`src/rtl/decode_pkg.sv`:
```
`default_nettype none
// +--------------------------------------------------------------------------+
// | Module      : decode_pkg                                                 |
// | Description : Shared types and constants for the RV32I decode stage:    |
// |               opcode values, immediate-format enum and the decoded      |
// |               payload struct carried through the output/skid registers. |
// | Revision    : 1.0 - initial release                                      |
// +--------------------------------------------------------------------------+
package decode_pkg;

  // RV32I major opcodes (full 7-bit field, low two bits always 2'b11)
  localparam logic [6:0] c_op_load     = 7'b0000011;
  localparam logic [6:0] c_op_misc_mem = 7'b0001111;
  localparam logic [6:0] c_op_op_imm   = 7'b0010011;
  localparam logic [6:0] c_op_auipc    = 7'b0010111;
  localparam logic [6:0] c_op_store    = 7'b0100011;
  localparam logic [6:0] c_op_op       = 7'b0110011;
  localparam logic [6:0] c_op_lui      = 7'b0110111;
  localparam logic [6:0] c_op_branch   = 7'b1100011;
  localparam logic [6:0] c_op_jalr     = 7'b1100111;
  localparam logic [6:0] c_op_jal      = 7'b1101111;
  localparam logic [6:0] c_op_system   = 7'b1110011;

  typedef enum logic [2:0] {
    IMM_I    = 3'd0,
    IMM_S    = 3'd1,
    IMM_B    = 3'd2,
    IMM_U    = 3'd3,
    IMM_J    = 3'd4,
    IMM_NONE = 3'd5
  } imm_type_e;

  typedef struct packed {
    logic [31:0] pc;
    logic [31:0] npc;
    logic [6:0]  opcode;
    logic [2:0]  funct3;
    logic [6:0]  funct7;
    logic [4:0]  rd;
    logic [4:0]  rs1;
    logic [4:0]  rs2;
    logic [31:0] imm;
    logic        illegal;
  } decoded_t;

endpackage
`default_nettype wire

```
`src/rtl/rv32_imm_gen.sv`:
```
`default_nettype none
// +--------------------------------------------------------------------------+
// | Module      : rv32_imm_gen                                               |
// | Description : Combinational RV32I opcode classifier and immediate       |
// |               generator.                                                |
// | Ports       : instr    in  32  instruction word                          |
// |               imm_type out  3  immediate format of the opcode           |
// |               imm      out 32  sign-extended immediate (0 if none)      |
// |               illegal  out  1  unsupported opcode or low bits != 2'b11  |
// | Revision    : 1.0 - initial release                                      |
// +--------------------------------------------------------------------------+
module rv32_imm_gen
  import decode_pkg::*;
(
  input  logic [31:0] instr,
  output imm_type_e   imm_type,
  output logic [31:0] imm,
  output logic        illegal
);

  always_comb begin
    imm_type = IMM_NONE;
    illegal  = 1'b0;
    unique case (instr[6:0])
      c_op_load, c_op_op_imm, c_op_jalr,
      c_op_misc_mem, c_op_system:  imm_type = IMM_I;
      c_op_store:                  imm_type = IMM_S;
      c_op_branch:                 imm_type = IMM_B;
      c_op_lui, c_op_auipc:        imm_type = IMM_U;
      c_op_jal:                    imm_type = IMM_J;
      c_op_op:                     imm_type = IMM_NONE;
      default:                     illegal  = 1'b1;
    endcase
    // Every listed opcode already ends in 2'b11; kept explicit for clarity.
    if (instr[1:0] != 2'b11) begin
      illegal  = 1'b1;
      imm_type = IMM_NONE;
    end
  end

  always_comb begin
    imm = '0;
    unique case (imm_type)
      IMM_I:   imm = {{20{instr[31]}}, instr[31:20]};
      IMM_S:   imm = {{20{instr[31]}}, instr[31:25], instr[11:7]};
      IMM_B:   imm = {{19{instr[31]}}, instr[31], instr[7], instr[30:25], instr[11:8], 1'b0};
      IMM_U:   imm = {instr[31:12], 12'b0};
      IMM_J:   imm = {{11{instr[31]}}, instr[31], instr[19:12], instr[20], instr[30:21], 1'b0};
      default: imm = '0;
    endcase
  end

endmodule
`default_nettype wire

```
`src/rtl/decode_stage.sv`:
```
`default_nettype none
// +--------------------------------------------------------------------------+
// | Module      : decode_stage                                               |
// | Description : Fetch->decode receiver. Decodes RV32I fields/immediates   |
// |               of each accepted beat and holds up to two beats (output   |
// |               register + skid register) so execute back-pressure never  |
// |               drops or duplicates an instruction. Flush kills all.      |
// | Ports       : clk, rst            clock, synchronous active-high reset  |
// |               f_valid/f_ready     fetch handshake                        |
// |               f_pc, f_instr       offered beat                           |
// |               flush               discard held and offered beats       |
// |               d_valid/d_ready     execute handshake                      |
// |               d_pc, d_npc, d_opcode, d_funct3, d_funct7, d_rd, d_rs1,    |
// |               d_rs2, d_imm, d_illegal   registered decode results      |
// | Revision    : 1.0 - initial release                                      |
// +--------------------------------------------------------------------------+
module decode_stage
  import decode_pkg::*;
#(
  parameter int XLEN = 32  // only 32 is supported
) (
  input  logic            clk,
  input  logic            rst,
  input  logic            f_valid,
  output logic            f_ready,
  input  logic [XLEN-1:0] f_pc,
  input  logic [31:0]     f_instr,
  input  logic            flush,
  output logic            d_valid,
  input  logic            d_ready,
  output logic [XLEN-1:0] d_pc,
  output logic [XLEN-1:0] d_npc,
  output logic [6:0]      d_opcode,
  output logic [2:0]      d_funct3,
  output logic [6:0]      d_funct7,
  output logic [4:0]      d_rd,
  output logic [4:0]      d_rs1,
  output logic [4:0]      d_rs2,
  output logic [XLEN-1:0] d_imm,
  output logic            d_illegal
);

  decoded_t    r_out;
  decoded_t    r_skid;
  logic        r_out_valid;
  logic        r_skid_valid;

  decoded_t    w_payload;
  imm_type_e   w_imm_type;
  logic [31:0] w_imm;
  logic        w_illegal;
  logic        w_accept;
  logic        w_consume;

  rv32_imm_gen u_imm_gen (
    .instr    (f_instr),
    .imm_type (w_imm_type),
    .imm      (w_imm),
    .illegal  (w_illegal)
  );

  always_comb begin
    w_payload         = '0;
    w_payload.pc      = f_pc;
    w_payload.npc     = f_pc + 32'd4;
    w_payload.opcode  = f_instr[6:0];
    w_payload.funct3  = f_instr[14:12];
    w_payload.funct7  = f_instr[31:25];
    // S- and B-type have no destination; bits [11:7] carry immediate bits.
    w_payload.rd      = (w_imm_type == IMM_S || w_imm_type == IMM_B) ? 5'd0 : f_instr[11:7];
    w_payload.rs1     = f_instr[19:15];
    w_payload.rs2     = f_instr[24:20];
    w_payload.imm     = w_imm;
    w_payload.illegal = w_illegal;
  end

  // Skid full is the only stall; a full skid implies the output is held too.
  assign f_ready   = !r_skid_valid && !rst;
  assign w_accept  = f_valid && f_ready && !flush;
  assign w_consume = r_out_valid && d_ready;

  always_ff @(posedge clk) begin
    if (rst) begin
      r_out        <= '0;
      r_skid       <= '0;
      r_out_valid  <= 1'b0;
      r_skid_valid <= 1'b0;
    end else if (flush) begin
      r_out_valid  <= 1'b0;
      r_skid_valid <= 1'b0;
    end else if (!r_out_valid || w_consume) begin
      // Output slot frees up: oldest beat (skid first) moves in.
      // A new beat cannot arrive while skid is valid, so no three-way case.
      if (r_skid_valid) begin
        r_out        <= r_skid;
        r_out_valid  <= 1'b1;
        r_skid_valid <= 1'b0;
      end else if (w_accept) begin
        r_out        <= w_payload;
        r_out_valid  <= 1'b1;
      end else begin
        r_out_valid  <= 1'b0;
      end
    end else if (w_accept) begin
      r_skid       <= w_payload;
      r_skid_valid <= 1'b1;
    end
  end

  assign d_valid   = r_out_valid;
  assign d_pc      = r_out.pc;
  assign d_npc     = r_out.npc;
  assign d_opcode  = r_out.opcode;
  assign d_funct3  = r_out.funct3;
  assign d_funct7  = r_out.funct7;
  assign d_rd      = r_out.rd;
  assign d_rs1     = r_out.rs1;
  assign d_rs2     = r_out.rs2;
  assign d_imm     = r_out.imm;
  assign d_illegal = r_out.illegal;

endmodule
`default_nettype wire

```
`config.mk`:
```
export PLATFORM = sky130hd
export DESIGN_NAME = decode_stage
export DESIGN_NICKNAME = d
export VERILOG_FILES = /design/src/rtl/decode_pkg.sv /design/src/rtl/rv32_imm_gen.sv /design/src/rtl/decode_stage.sv
export SDC_FILE = /design/constraint.sdc
export NUM_CORES = 1
export LEC_CHECK = 0
export ABC_AREA = 0
export ABC_CLOCK_PERIOD_IN_PS = 2000
export CAP_MARGIN = 30
export CORE_MARGIN = 3
export CORE_UTILIZATION = 54
export CTS_BUF_LIST = sky130_fd_sc_hd__clkbuf_4 sky130_fd_sc_hd__clkbuf_8
export DETAILED_ROUTE_END_ITERATION = 6
export PLACE_DENSITY_LB_ADDON = 0.15
export SETUP_SLACK_MARGIN = 0.05
export SYNTH_ARGS = -nofsm -noshare
export SYNTH_HDL_FRONTEND = slang
export SYNTH_SLANG_ARGS = --single-unit
export TNS_END_PERCENT = 30
```
`constraint.sdc`:
```
create_clock -name clk -period 2 [get_ports clk]
set_input_delay 0.4 -clock clk [delete_from_list [all_inputs] [get_ports clk]]
set_output_delay 0.4 -clock clk [all_outputs]
set_load 0.02 [all_outputs]
```
; Word level (Yosys, flattened, before mapping)
; Index checks and enable logic that the tools add are counted.
[word_totals]
out_inout_bits = 131
regBits = 260
in_bits = 69
[classes]
n_mux = 10
addsub = 1
n_bitwise = 2
n_reduce_logical = 19
n_eq_ne = 16
[op_table]
columns = operator, n
row1 = 129-bit two-way mux, 2
row2 = 32-bit one-hot mux with 5 select lines, 1
row3 = 32-bit by 3-bit adder with 32-bit output (second input constant), 1
row4 = 7-bit equality test (second input constant), 4
row5 = 7-bit by 6-bit equality test with 1-bit output (second input constant), 3
row6 = 3-bit one-hot mux with 5 select lines, 1
row7 = 7-bit by 5-bit equality test with 1-bit output (second input constant), 2
row8 = 11-bit OR reduction, 1
row9 = 7-bit by 2-bit equality test with 1-bit output (second input constant), 1
row10 = 7-bit by 4-bit equality test with 1-bit output (second input constant), 1
row11 = 3-bit by 2-bit equality test with 1-bit output (second input constant), 2
row12 = 3-bit AND reduction, 2
row13 = 5-bit two-way mux, 1
row14 = 5-bit OR reduction, 1
row15 = 1-bit logical AND, 4
row16 = 1-bit logical NOT, 4
row17 = 1-bit two-way mux, 4
row18 = 2-bit OR reduction, 2
row19 = 3-bit by 1-bit equality test with 1-bit output (second input constant), 1
row20 = 3-bit equality test (second input constant), 1
row21 = 3-bit logical NOT, 1
row22 = 3-bit two-way mux, 1
row23 = 3-bit OR reduction, 1
row24 = 1-bit logical OR, 2
row25 = other kinds (3), 4

; Depth between registers and ports, before layout
; Gate-level depths: netlist (run 1).
[depth]
word_depth = 9
mapped_depth = 7
ltp_nobuf = 6

; Modules after synthesis
; A second synthesis (run 1) with hierarchy kept.
[hier_totals]
cells_unflattened = 1351
hier_area_um2 = 11330.9
[modules_own_cells]
columns = module, cells_each, instances, area_per_inst_um2
row1 = decode_stage, 1238, 1, 10598.9
row2 = rv32_imm_gen, 113, 1, 732.0

; Worst setup path after synthesis (run 1)
; No wires, ideal clock.
[synth_path]
path_kind = input to register
start = input port f_pc[2]
end = register r_out, in the netlist d_npc[30]
slack_ns = 0.253
t_arrival_ns = 1.644
cell_stages = 7
path_cell_list = ha_1 > and3_1 > buf_6 > nand4_4 > nor4_4 > xnor2_1 > a2111oi_2
[synth_via]
elab_chain_cells = 3
[synth_lines]
columns = item, line_no
row1 = from (decl), decode_stage.sv:26  ; input logic [XLEN-1:0] f_pc,
row2 = 32-bit by 3-bit adder with 32-bit output, decode_stage.sv:65  ; w_payload.npc = f_pc + 32'd4;
row3 = 129-bit two-way mux, decode_stage.sv:98  ; end else if (w_accept) begin
row4 = 129-bit two-way mux, decode_stage.sv:94  ; if (r_skid_valid) begin
row5 = to (signal assigned), decode_stage.sv:95  ; r_out <= r_skid;
row6 = to (signal assigned), decode_stage.sv:99  ; r_out <= w_payload;
row7 = to (decl), decode_stage.sv:43  ; decoded_t r_out;
; No other way between the ends. The select of a mux whose other input is x is not followed.
; A chain may end at the register's enable or synchronous reset.

; Worst setup path after layout (run 1)
[layout_path]
start = register r_out, in the netlist d_imm[10]
end = output port d_imm[10]
[layout_lines]
columns = item, line_no
row1 = to (decl), decode_stage.sv:39  ; output logic [XLEN-1:0] d_imm,
; No word-level cell between the ends.

==> results of run 1 <==
-- synthesized netlist by cell type (8+ instances only) --
| library cell | number | area share, % |
|---|---|---|
| dfxtp_1 | 256 | 47 |
| nand2_1 | 210 | 7.2 |
| nor2_1 | 139 | 4.7 |
| a21oi_1 | 118 | 5.4 |
| a211oi_1 | 91 | 6.2 |
| clkbuf_1 | 71 | 2.4 |
| mux2i_1 | 60 | 5.5 |
| o21ai_0 | 54 | 2.5 |
| buf_2 | 25 | 1.1 |
| nor3_1 | 24 | 1.1 |
| and3_1 | 20 | 1.1 |
| xnor2_1 | 20 | 1.6 |
| nand3_1 | 18 | 0.82 |
| buf_1 | 17 | 0.58 |
| o22ai_1 | 15 | 0.85 |
| a221oi_1 | 13 | 1.0 |
| nor3b_1 | 13 | 0.89 |
| o21ai_1 | 13 | 0.59 |
| nand4_1 | 10 | 0.57 |
| a311oi_1 | 9 | 0.72 |
| or3_1 | 9 | 0.51 |
| inv_1 | 8 | 0.27 |
| nor4_1 | 8 | 0.46 |
-- area by class of cell --
class	instances	share of cell area (%)
clock buffers	74	6.06
clock inverters	2	0.0660
inverters	10	0.247
multi-input cells	925	35.3
flip-flops and latches	256	33.8
well taps	265	2.19
repair buffers	354	22.3
-- what timing repair did --
action                     4_1_cts  5_1_grt
gates resized for setup          6       47
setup buffers                    0        1
pin swaps                        0        1
setup endpoints to repair       23       78
-- per-stage QoR --
stage | setup TNS, ps | worst slack [ps] | area, um^2 | util, % | hold slack (ps)
2_1_floorplan | 0 | 253 | 11000 | - | 417
6_report | 0 | 80.8 | 15200 | 76.9 | 336
4_1_cts | 0 | 26.1 | 15000 | 76.3 | 310
3_5_place_dp | -42770 | -518 | 14100 | 71.6 | 442
3_3_place_gp | -32080 | -421 | 14100 | 71.6 | 433
5_1_grt | 0 | 50.1 | 15200 | 76.9 | 343
-- report_power, final --
group	internal (W)	switching (W)	total, W
Clock	0.00287	0.00206	0.00493
Combinational	0.000637	0.000737	0.00137
Sequential	0.00523	0.0000799	0.00531
-- state kept, by name, summed over array words and instances, names as in the netlist, 5 cells and up --
signal and count:
d_pc 32, d_rs1 5, d_imm 32, d_npc 30
d_rd 5, d_funct7 7, r_skid 127, d_rs2 5
d_opcode 7
-- worst paths after layout --
kind,from,to,slack [ps],depth (start not counted)
setup reg to reg,r_skid_valid,d_imm[4],150,6
setup / recovery,d_imm[10],d_imm[10],80,1
hold / removal,rst,d_valid,340,4
hold reg to reg,d_npc[6],d_npc[6],450,2
-- cell families (layout without fill, tap and decap cells) --
| kind of cell | count (synthesis) | after routing | share of synthesized area, % |
|---|---|---|---|
| XOR/XNOR | 27 | 27 | 2.15 |
| AO/OA/AOI/OAI | 354 | 354 | 20.3 |
| adder cells (fa/ha/maj) | 1 | 1 | 0.114 |
| AND/OR/NAND/NOR | 483 | 483 | 20.4 |
| buffers and inverters | 129 | 440 | 4.96 |
| multiplexers | 60 | 60 | 5.46 |
| flip-flops | 256 | 256 | 46.6 |
-- per-layer routing --
layer	vias to the layer above	global-route usage, %
met5	-	0
met4	0	8.31
met3	43	6.55
met2	443	46.5
met1	5136	39.4
li1	5213	-
-- cell usage in the layout, fill, tap and decap left out, types with 9 or more instances in the layout --
cell type	netlist	layout
o22ai_1	15	15
nor3b_1	13	13
o21ai_0	54	53
dlymetal6s2s_1	0	40
clkbuf_4	0	16
o21ai_1	13	13
nand3_1	18	18
a211oi_1	91	91
clkbuf_8	0	58
clkdlybuf4s50_1	0	153
xnor2_1	20	20
nand4_1	10	10
buf_12	0	11
nand2_1	210	210
nor2_1	139	138
a221oi_1	13	13
nor3_1	24	23
a311oi_1	9	9
dfxtp_1	256	255
mux2i_1	60	60
buf_4	4	144
or3_1	9	9
and3_1	20	19
a21oi_1	118	117
==> impl_metrics.tcl, run 1 <==
set metrics [dict create \
    synth.net_count 1380 \
    wl_per_cell_um 17.4 \
    synthCells 1310 \
    rsz0062_at_grt "no" \
    buffer_ports.inserted 199 \
    criticalPathCategory "reg2out" \
    wl_um 32800 \
    cts.htree.levels 2 \
    area_delta_synth_final_pct 38.0 \
    ys_types 61 \
    highest_layer "met4" \
    setup_viol 0 \
    ys_seq_elements 256 \
    die_y_um 149 \
    cts_sinks 256 \
    grt_max_degree 111 \
    hold_viol 0 \
    dpl.cell_count 1809 \
    cp_data_arrival_time_ps 1520 \
    drc 0 \
    die_area_um2 22100 \
    die_x_um 149 \
    period_minus_slack_ps 1920 \
    required_ps 1600 \
    cp_slowest_cell "clkdlybuf4s50_1" \
    crit_fanout 2 \
    syn_area_um2 11000 \
    fin_worst_skew_ps 15.0 \
    place_hpwl_um 22300 \
    cts.hold.buffers_added 0 \
    min_path_type "in2reg" \
    path_cells "clkdlybuf4s50_1" \
    drtPass1Iterations 5 \
    wl_met2_um 15300 \
    worstMarginPinSlew_ps 915 \
    yosys_warnings 0 \
    grt_overflow 0 \
    powerDensity_nw_per_um2 766 \
    clockBufferDepth 3 \
    via_per_inst 5.74 \
    start_kind "flip-flop" \
    crit_family "buffers and inverters" \
    route.vias.total 10800 \
    nFillCells 1436 \
    layout-drive-gt1-share_pct 15.9 \
    wl_met3_um 2830 \
    cts_made_buffers 43 \
    synth_edf_count 0 \
    outcome "complete, no violations" \
    cts_root_buf "clkbuf_8" \
    finalCritPeriodShare_pct 96.0 \
    endpoint_kind "output pin" \
    final_max_slew_viol_count 0 \
    drt-met1-wl_um 14100 \
    drtIter0Drc 798 \
    fin_nets 1660 \
    n_antenna_cell 0 \
    multi_input_area_um2 5350 \
    ir_drop_uv 669 \
    io_pins 200 \
    final_cell_count_no_fill 1886 \
    grt_pass1_wl_um 53000 \
    cap_violations 0 \
    core_area_um2 19700 \
    clk_latency_ps 540 \
    antenna_found_initial 0 \
    synthArstFlopShare_pct 0 \
    fmax_mhz 521 \
    drt.antenna.violating_nets 0 \
    grt_usage_pct 29.0 \
    crit_buf_inv 1 \
    cts_tree "done" \
    cpPeakStageDelay_ps 630 \
    maxSlewHeadroom_pct 38.8 \
    synth.avg_cell_area_um2 8.39 \
    start_util_pct 55.8 \
    clk_pin_slew_worst_paths_ps 60 \
    num_rows 51 \
    synthFlopType "dfxtp_1" \
    total_power_w 0.0116 \
    leakage_nw 6.04 \
    yosysSeqAreaShare_pct 46.6 \
    grt_pass1_vias 10400 \
    register_area_um2 5130 \
    finalWeightedCongestion 0.882 \
]
Power figures use the tool's default switching activity.
==> inputs of run 2 (changes only) <==
--- a/config.mk
+++ b/config.mk
@@ -9,7 +9,7 @@
 export ABC_CLOCK_PERIOD_IN_PS = 2000
 export CAP_MARGIN = 30
 export CORE_MARGIN = 3
-export CORE_UTILIZATION = 54
+export CORE_UTILIZATION = 33
 export CTS_BUF_LIST = sky130_fd_sc_hd__clkbuf_4 sky130_fd_sc_hd__clkbuf_8
 export DETAILED_ROUTE_END_ITERATION = 6
 export PLACE_DENSITY_LB_ADDON = 0.15
==> run 2 against run 1 <==
  * Non-clock buffer count is 6 lower
  * Global-route usage is 9.5 points lower
  * Sequential power hardly changed
  * Via count down 2.9%
  * First-iteration DRC count shrank 27%
  * Final cell count up 9.6%
  * Flip-flop and latch count unchanged
  * Largest power group is now clock
  * Largest cell class unchanged
  * Die area up 61%
==> impl_metrics.tcl, run 2 (synthesis gave the netlist of run 1 again) <==
set metrics [dict create \
    outcome "complete, no violations" \
    cp_data_arrival_time_ps 1500 \
    start_util_pct 33.6 \
    period_minus_slack_ps 1900 \
    area_delta_synth_final_pct 42.2 \
    nFillCells 3201 \
    path_cells "clkdlybuf4s50_1" \
    powerDensity_nw_per_um2 772 \
    route.vias.total 10500 \
    grt_max_degree 85 \
    rsz0062_at_grt "no" \
    fin_nets 1658 \
    num_rows 66 \
    antenna_found_initial 0 \
    dpl.cell_count 1981 \
    cts.htree.levels 2 \
    n_antenna_cell 0 \
    r2r_start "d_valid" \
    worstMarginPinSlew_ps 915 \
    fmax_mhz 527 \
    grt_usage_pct 19.5 \
    place_hpwl_um 24500 \
    largest_reg_flops 127 \
    drtPass1Iterations 4 \
    crit_fanout 2 \
    grt_pass1_wl_um 56400 \
    finalCritPeriodShare_pct 94.8 \
    clk_latency_ps 560 \
    min-delay-start "f_pc[3]" \
    buffer_ports.inserted 199 \
    grt_pass1_vias 10200 \
    endpoint_kind "output pin" \
    layout_commonest_cell "dfxtp_1" \
    grt_overflow 0 \
    fin_worst_skew_ps 13.2 \
    final_max_slew_viol_count 0 \
    layout-drive-gt1-share_pct 16.2 \
    wl_um 35700 \
    final_cell_count_no_fill 2067 \
    cts_root_buf "clkbuf_8" \
    crit_buf_inv 1 \
    crit_family "buffers and inverters" \
    maxSlewHeadroom_pct 39.0 \
    wl_per_cell_um 17.3 \
    cts_tree "done" \
    core_area_um2 32700 \
    cts_made_buffers 47 \
    multi_input_area_um2 5350 \
    via_per_inst 5.09 \
    top_register "r_skid" \
    die_x_um 189 \
    die_y_um 189 \
    final_cell_mix "dfxtp_1, nand2_1, nor2_1" \
    register_area_um2 5130 \
    drt.antenna.violating_nets 0 \
    critical_path.startpoint "d_imm[7]" \
    leakage_nw 6.81 \
    required_ps 1600 \
    cp_slowest_cell "clkdlybuf4s50_1" \
    drc 0 \
    drtIter0Drc 583 \
    finalWeightedCongestion 0.861 \
    clockBufferDepth 3 \
    cts.hold.buffers_added 0 \
    io_pins 200 \
    cpPeakStageDelay_ps 610 \
    holdWs_ps 185 \
    setup_viol 0 \
    cts_sinks 256 \
    start_kind "flip-flop" \
    ir_drop_uv 416 \
    min_path_type "in2reg" \
    cap_violations 0 \
    fin_util_pct 47.8 \
    die_area_um2 35500 \
    hold_viol 0 \
    criticalPathCategory "reg2out" \
    clk_pin_slew_worst_paths_ps 60 \
]
run 2: cell count changes in the layout (fill, tap and decap cells not counted), sizes merged:
| cell | before | now |
|---|---|---|
| clkdlybuf4s50 | 153 | 99 |
| buf | 156 | 150 |
| clkinvlp | 0 | 1 |
| clkinv | 3 | 9 |
| dlygate4sd2 | 5 | 20 |
| inv | 9 | 10 |
| bufinv | 0 | 1 |
| dlymetal6s2s | 40 | 78 |
| clkbuf | 74 | 76 |
run 2: area by class of cell:
class	instances	share of cell area, %
clock inverters	11	0.552
flip-flops and latches	256	32.8
repair buffers	348	22.6
well taps	442	3.54
multi-input cells	925	34.2
inverters	10	0.240
clock buffers	75	6.08
run 2: layer usage:
metal	share of wire (%)	global-route usage [%]	routed length [um]	vias to the layer above
met5	0	0	0	-
met4	2.1	5.33	737	0
met3	5.8	3.76	2080	55
met2	45	30.4	15900	295
met1	48	27.6	17000	4954
li1	-	-	-	5219
run 2: power by group:
part | total (W) | internal (W) | switching (W) | leakage [nW]
registers | 0.00531 | 0.00524 | 0.0000789 | 2.08
logic | 0.00138 | 0.000630 | 0.000747 | 4.18
clock network | 0.00539 | 0.00315 | 0.00224 | 0.556
total | 0.0121 | 0.00901 | 0.00307 | 6.81
run 2: timing repair:
action / CTS / global route
endpoints found under the setup margin: 72 / 135
buffers inserted: 0 / 0
pin swaps: 0 / 1
resized for setup: 22 / 86
hold endpoints to repair: 0 / 0
run 2: worst paths after layout:
kind	endpoint	slack [ps]	depth (start not counted)
min reg2reg	r_skid[105]	450	2
max reg2reg	r_skid[18]	230	7
min	r_skid[100]	180	3
max	d_imm[7]	100	1
run 2: worst reg2reg max path, cell delays in order (launching register included):
cell,delay [ps]
dfxtp_1,330
nor2b_1,270
nand4_1,170
buf_4,190
buf_4,220
a21oi_1,150
buf_4,190
a211oi_1,90
run 2: stage by stage:
step	area, um^2	total power, W	setup WS, ps	TNS (ps)
after floorplan	11000	0.00604	253	0
after global placement	14400	0.00683	-444	-42760
after detailed placement	14400	0.00683	-503	-44670
after CTS	15400	0.0123	5.15	0
after global routing	15600	0.0126	51.4	0
final	15600	0.0121	103	0
